<file path="config.mk">
export PLATFORM = sky130hd
export DESIGN_NAME = pwm_capture
export DESIGN_NICKNAME = d
export VERILOG_FILES = /design/src/rtl/pwm_capture.sv
export SDC_FILE = /design/constraint.sdc
export NUM_CORES = 1
export LEC_CHECK = 0
export ABC_CLOCK_PERIOD_IN_PS = 2100
export CAP_MARGIN = 20
export CORE_ASPECT_RATIO = 2
export CORE_MARGIN = 2
export CORE_UTILIZATION = 51
export CTS_BUF_LIST = sky130_fd_sc_hd__clkbuf_4 sky130_fd_sc_hd__clkbuf_8 sky130_fd_sc_hd__clkbuf_16
export DETAILED_ROUTE_END_ITERATION = 7
export PLACE_DENSITY = 0.76
export REMOVE_ABC_BUFFERS = 1
export SLEW_MARGIN = 0
export SYNTH_ARGS = -nofsm -noshare
export SYNTH_HDL_FRONTEND = slang
export SYNTH_SLANG_ARGS = --single-unit
</file>
<file path="constraint.sdc">
create_clock -name in_10MHz -period 2.1 [get_ports in_10MHz]
set_clock_uncertainty 0.2 [all_clocks]
set_input_delay 0.42 -clock in_10MHz [delete_from_list [all_inputs] [get_ports in_10MHz]]
set_output_delay 0.42 -clock in_10MHz [all_outputs]
set_load 0.05 [all_outputs]
</file>
<file path="src/rtl/pwm_capture.sv">
// Measures an incoming PWM waveform: high time and period in clock cycles, one result per
// complete period, plus a sticky loss-of-signal flag with the level the line was stuck at.
module pwm_capture #(
    parameter int unsigned CNT_W       = 32,
    parameter int unsigned SYNC_STAGES = 2,
    parameter int unsigned TIMEOUT     = 10000000
) (
    input  logic             in_10MHz,
    input  logic             RESET_N,
    input  logic             pwm_in,
    output logic [CNT_W-1:0] high_time,
    output logic [CNT_W-1:0] period,
    output logic             meas_valid,
    output logic             pwm_lost,
    output logic             lost_level
);

    typedef enum logic [1:0] {
        ST_ARM  = 2'd0,
        ST_WAIT = 2'd1,
        ST_HIGH = 2'd2,
        ST_LOW  = 2'd3
    } state_t;

    localparam logic [CNT_W-1:0] LP_TIMEOUT = CNT_W'(TIMEOUT);
    localparam logic [CNT_W-1:0] LP_ZERO    = CNT_W'(0);
    localparam logic [CNT_W-1:0] LP_ONE     = CNT_W'(1);
    localparam int unsigned      SETTLE_W   = SYNC_STAGES + 1;

    logic [SYNC_STAGES-1:0] r_sync;
    logic                   r_s_d;
    logic [SETTLE_W-1:0]    r_settle;
    state_t                 r_state;
    logic [CNT_W-1:0]       r_hcnt;
    logic [CNT_W-1:0]       r_pcnt;

    logic w_s;
    logic w_settled;
    logic w_rise;
    logic w_fall;
    logic w_rise_acc;
    logic w_timeout;

    // Synchroniser chain, delayed copy for edge detection, and a fill marker that tells
    // ARM when s and s_d reflect the real line rather than the reset value of the flops.
    always_ff @(posedge in_10MHz or negedge RESET_N) begin
        if (!RESET_N) begin
            r_sync   <= '0;
            r_s_d    <= 1'b0;
            r_settle <= '0;
        end else begin
            r_sync   <= {r_sync[SYNC_STAGES-2:0], pwm_in};
            r_s_d    <= w_s;
            r_settle <= {r_settle[SETTLE_W-2:0], 1'b1};
        end
    end

    assign w_s        = r_sync[SYNC_STAGES-1];
    assign w_settled  = r_settle[SETTLE_W-1];
    assign w_rise     = w_s & ~r_s_d;
    assign w_fall     = ~w_s & r_s_d;
    assign w_rise_acc = w_rise & ((r_state == ST_WAIT) | (r_state == ST_LOW));
    // An accepted rise restarts the period, so it pre-empts a timeout in the same cycle.
    assign w_timeout  = (r_pcnt == LP_TIMEOUT) & ~w_rise_acc;

    // Measurement FSM with counters and registered outputs.
    always_ff @(posedge in_10MHz or negedge RESET_N) begin
        if (!RESET_N) begin
            r_state    <= ST_ARM;
            r_hcnt     <= LP_ZERO;
            r_pcnt     <= LP_ZERO;
            high_time  <= LP_ZERO;
            period     <= LP_ZERO;
            meas_valid <= 1'b0;
            pwm_lost   <= 1'b0;
            lost_level <= 1'b0;
        end else begin
            meas_valid <= 1'b0;
            r_pcnt     <= r_pcnt + LP_ONE;
            if (w_timeout) begin
                pwm_lost   <= 1'b1;
                lost_level <= w_s;
                r_pcnt     <= LP_ZERO;
                r_hcnt     <= LP_ZERO;
                r_state    <= w_s ? ST_ARM : ST_WAIT;
            end else begin
                case (r_state)
                    ST_ARM: begin
                        if (w_settled && !w_s) begin
                            r_state <= ST_WAIT;
                        end
                    end
                    ST_WAIT: begin
                        if (w_rise) begin
                            r_hcnt  <= LP_ONE;
                            r_pcnt  <= LP_ONE;
                            r_state <= ST_HIGH;
                        end
                    end
                    ST_HIGH: begin
                        if (w_fall) begin
                            r_state <= ST_LOW;
                        end else begin
                            r_hcnt <= r_hcnt + LP_ONE;
                        end
                    end
                    ST_LOW: begin
                        if (w_rise) begin
                            high_time  <= r_hcnt;
                            period     <= r_pcnt;
                            meas_valid <= 1'b1;
                            pwm_lost   <= 1'b0;
                            r_hcnt     <= LP_ONE;
                            r_pcnt     <= LP_ONE;
                            r_state    <= ST_HIGH;
                        end
                    end
                    default: begin
                        r_state <= ST_ARM;
                    end
                endcase
            end
        end
    end

endmodule

</file>
Word-level counts from Yosys, hierarchy flattened. Cells that the tools add are included.

RAM bits: 0. Bits in read-only memories: 0. Memories kept: 0. Input bits: 3. Output and inout bits: 67. Bits in registers: 139. Bits in latches: 0.

Equal/unequal tests: 8. Add/sub/neg operators: 2. Reduce and logical (&&, ||, !) cells: 11. $lt $le $gt $ge: 0. Bitwise gates (word level): 9. Multiplexer cells: 19. Divide/modulo/power cells: 0. Shifts and indexed selects: 0. Multiply operators: 0.

Operators with widths (count): $mux 32 (6); $add 32x1->32 const B (2); $pmux 32 s2 (1); $eq 32x24->1 const B (1); $ne 3x3->1 const B (3); $reduce_and 3->1 (3); $mux 2 (4); $mux 1 (7); $pmux 2 s3 (1); $and 1x1->1 (4); $eq 2x2->1 const B (2); $not 1->1 (4); $reduce_bool 2->1 (2); $ne 3x1->1 const B (1); $reduce_bool 3->1 (1); $eq 2x1->1 const B (1); $logic_not 2->1 (1); $reduce_and 2->1 (1); $reduce_or 2->1 (1); $logic_and 1x1->1 (1); $logic_not 1->1 (1); $or 1x1->1 (1).

Longest topological paths before layout.
Depth after elaboration: 7. Depth in mapped cells: 8.

Worst setup path after synthesis. No wires, ideal clock.

Path kind: register to register. Start point: register r_pcnt[2]. End point: register lost_level. Library setup time: 0.127 ns. Arrival time: 1.824 ns. Data required time: 1.773 ns. Cell stages (with the launch flop): 8. Buffers on the path: 2. Slack: -0.051 ns. Period minus slack after synthesis: 2.151 ns. Cells stage by stage: dfrtp_1 -> buf_6 -> nor4_2 -> nand4_1 -> or4_1 -> buf_6 -> nor2_4 -> mux2_1.

Word-level cells in the longest chain between the ends: 2.

Ends and longest elaborated chain: from (decl) (line 35) `logic [CNT_W-1:0] r_pcnt;`; from (signal assigned) (line 79) `r_pcnt <= r_pcnt + LP_ONE;`; $eq 32x24->1 (line 64) `assign w_timeout = (r_pcnt == LP_TIMEOUT) & ~w_rise_acc;`; $and 1x1->1 (line 64); to (signal assigned) (line 82) `lost_level <= w_s;`; to (decl) (line 15) `output logic lost_level`.

No other way between the ends. A chain may end at the register's enable or synchronous reset.

Worst setup path after layout.
Start point: register r_pcnt[25]. End point: register lost_level.

The elaborated chain is that of the path after synthesis.

==> impl_metrics.py <==
metrics = {
    "timing": {
        "fin_crit_sh_pct": 104,
        "hold_violations": 0,
        "tightest_slew_ns": 0.752,
        "rsz0062_at_grt": "true",
        "fin_tns_setup_ns": -2.83,
        "slew_headroom_pct": 49.5,
        "period_needed_ns": 2.19,
        "maxClockFrequency_mhz": 457,
        "finalMaxSlewViolations": 0,
        "worst_slack_ns": -0.0861,
        "setup_viol": 61,
    },
    "yosys": {
        "synth.area.top_cells": "dfrtp_1 57%, nand2_1 12%, xor2_1 6.0%",
        "synth.avg_cell_area_um2": 9.60,
        "synth_most_common_cell": "nand2_1",
        "synth_cells": 637,
        "ys_top_cells_by_count": "198 x nand2_1, 139 x dfrtp_1, 69 x nor2_1, 42 x xor2_1, 33 x nand4_1",
        "syn_area_um2": 6120,
        "synth_seq_cells": 139,
        "synth-edff-count": 0,
        "async_flop_share_pct": 100,
        "synth_top_cell_area_share_pct": 56.9,
        "synthFlopType": "dfrtp_1",
        "synth_cell_types": 44,
        "synth_top_area_cell": "dfrtp_1",
        "synth_warnings": 0,
        "yosysSeqAreaShare_pct": 56.9,
    },
    "routing": {
        "vias": 4991,
        "viasPerCell": 5.40,
        "wl_per_cell_um": 16.1,
        "drc_errors": 0,
        "wl_um": 14900,
        "drt_pass1_iterations": 5,
        "drt-initial-drc-count": 292,
        "ant_nets": 0,
    },
    "power_and_ir_drop": {
        "switchingPower_mw": 1.93,
        "powerDensity_nw_per_um2": 910,
        "combPwrFrac_pct": 14.7,
        "p_int_mw": 5.46,
        "finalPower_mw": 7.39,
        "p_seq_share_pct": 39.8,
        "vdd_drop_max_v": 0.000803,
        "power_frac_clock_pct": 45.4,
        "p_sw_share_pct": 26.1,
        "p_leak_nw": 4.14,
    },
    "clocking": {
        "numCtsBuffers": 17,
        "cts_tree": "yes",
        "clkSinkCount": 139,
        "clockRootBuffer": "clkbuf_16",
        "cts.path.max_buffers": 2,
        "htreeDepth": 4,
        "worstSkewPairLatency_ns": 0.42,
        "cts.clk_slew.worst_paths_ns": 0.06,
    },
    "die": {
        "core_um2": 11700,
        "die_y_um": 159,
        "io_pins": 70,
        "die_w_um": 81.5,
        "num_rows": 56,
        "start_util_pct": 52.3,
        "die-area_um2": 12900,
    },
    "layout": {
        "antenna_cells": 0,
        "syn_to_final_growth_pct": 32.7,
        "final_nets": 773,
        "final_core_util_pct": 69.4,
        "fin_cells": 924,
        "layout-drive-gt1-share_pct": 26.4,
    },
    "worst_hold_path": {
        "holdCritStartpoint": "r_settle[0]",
        "hold_class": "register to register",
        "min_to": "r_settle[1]",
        "min_path_cells": 0,
    },
    "setup_path": {
        "critical_path_class": "register to register",
        "crit_slowest_cell": "or4_4",
        "start_kind": "register",
        "worstReg2RegEnd": "lost_level",
        "path_buf_inv": 0,
        "crit_fanout": 4,
        "rr_worst_depth": 5,
        "ff2ff_setup_slack_ns": -0.09,
        "cp.arrival_ns": 2.28,
        "timing.rr.start": "r_pcnt[25]",
        "slowest_delay_ns": 0.63,
        "crit_chain": "nor4_2 > nand2b_1 > or4_4 > nor2_4 > mux2_4",
        "startpoint": "r_pcnt[25]",
        "endpoint_kind": "register",
        "critical_path.top_delay_family": "simple AND/OR/NAND/NOR gates",
        "critPathRequiredTime_ns": 2.20,
    },
    "global_route": {
        "grtUsageTotal_pct": 23.7,
        "grt_max_degree": 56,
        "antenna_found_initial": 0,
        "grt_pass1_wl_um": 23900,
        "grt_pass1_vias": 5107,
        "grt_overflow_total": 0,
    },
    "placement": {
        "gp_congestion": 0.826,
        "dpl_worst_slack_ns": -0.138,
        "hpwl_um": 9600,
        "dpl.cell_count": 887,
        "portBuffers": 69,
    },
    "outcome": {
        "status": "finished with violations",
        "violations": "setup timing",
    },
    "run": {
        "maxCapViolCount": 0,
    },
}
-- final cells by class --
type / count / area (um^2)
Clock buffer: 18 / 439
Inverter: 11 / 43.8
Clock inverter: 13 / 223
Timing Repair Buffer: 140 / 1220
Multi-Input combinational cell: 458 / 2540
Sequential cell: 139 / 3480
Tap cell: 145 / 181
Fill cell: 852 / 3580
-- power by group through the flow --
stage          clock (mW)  sequential (mW)  combinational [mW]
2_1_floorplan           0             3.26               0.296
3_3_place_gp            0             2.98                1.02
3_5_place_dp            0             2.98                1.04
4_1_cts              3.39             2.94                1.07
5_1_grt              3.50             2.96                1.18
6_report             3.36             2.94                1.09
-- worst register-to-register path, cell delays in order, from the launching register on --
cell	delay (ns)
dfrtp_1	0.40
nor4_2	0.31
nand2b_1	0.09
or4_4	0.63
nor2_4	0.14
mux2_4	0.31
-- how the worst max path moves through the flow --
stage | end | depth (start not counted)
5_1_grt | lost_level | 5
3_3_place_gp | lost_level | 6
2_1_floorplan | high_time[0] | 5
6_report | lost_level | 5
4_1_cts | lost_level | 6
3_5_place_dp | lost_level | 6
-- layer usage --
layer,vias to the layer above,wire length [um],global-route usage [%]
met2,127,8160,39.7
li1,2341,-,-
met5,-,0,0
met3,31,558,6.14
met4,0,372,10.0
met1,2492,5800,28.1
-- what timing repair did --
action,CTS,global route
endpoints found under the hold margin,51,0
endpoints found under the setup margin,66,66
pin swaps,28,6
setup buffers,2,1
cloned,1,2
gates resized for setup,35,10
hold buffers,1,0
-- metrics by stage --
stage,hold slack [ns],cell area [um^2]
floorplan,-0.0756,5940
global placement,0.132,7230
detailed placement,0.143,7230
CTS,0.156,8050
global route,0.159,8120
finish,0.150,8120
-- cell usage in the layout (no fill, tap or decap), types with 2 or more instances in the layout --
cell type      Yosys  routed
dfrtp_1          139     137
nand4_1           33      33
dfrtp_2            0       2
buf_6              8       4
nor2_2             0       7
nor2_1            69      55
xor2_1            42      42
nor2_4             1       8
clkbuf_16          0      19
nor3_2             1       2
bufinv_16          0       6
buf_4              1     122
nor4_4             2       2
nand3_1           19      19
nor3_1             4       3
nor2b_1            2       2
a21oi_2            0       4
nand2_1          198     197
dlygate4sd2_1      0       2
ha_1               3       3
or3_1              5       5
nor3b_1            2       2
clkinvlp_4         0       3
a21oi_1            7       3
nand4_4            1       2
nor4_1             4       3
and3_1            14      14
clkinv_2           0       4
and2_1             2       2
xnor2_1           13      13
o21ai_0           16      14
nor4_2             2       3
inv_1             11      10
buf_12             0       7
and4_1             3       3
-- cell families (layout without fill, tap and decap cells) --
group / count (synthesis) / count (layout) / synth area share [%]
adders and majority gates: 3 / 3 / 0.614
other: 1 / 1 / 0.0613
AOI/OAI and AO/OA: 27 / 27 / 2.39
buffers and inverters: 40 / 182 / 3.64
DFF: 139 / 139 / 56.9
muxes: 1 / 1 / 0.184
and+or+nand+nor: 371 / 371 / 28.4
xor gates and xnor gates: 55 / 55 / 7.87
-- registers in the layout, summed over array words and instances, names as in the netlist --
signal	flops
r_hcnt	32
r_state	2
meas_valid	1
period	32
pwm_lost	1
lost_level	1
r_s_d	1
r_settle	3
r_sync	2
r_pcnt	32
high_time	32
Power figures use the tool's default switching activity.
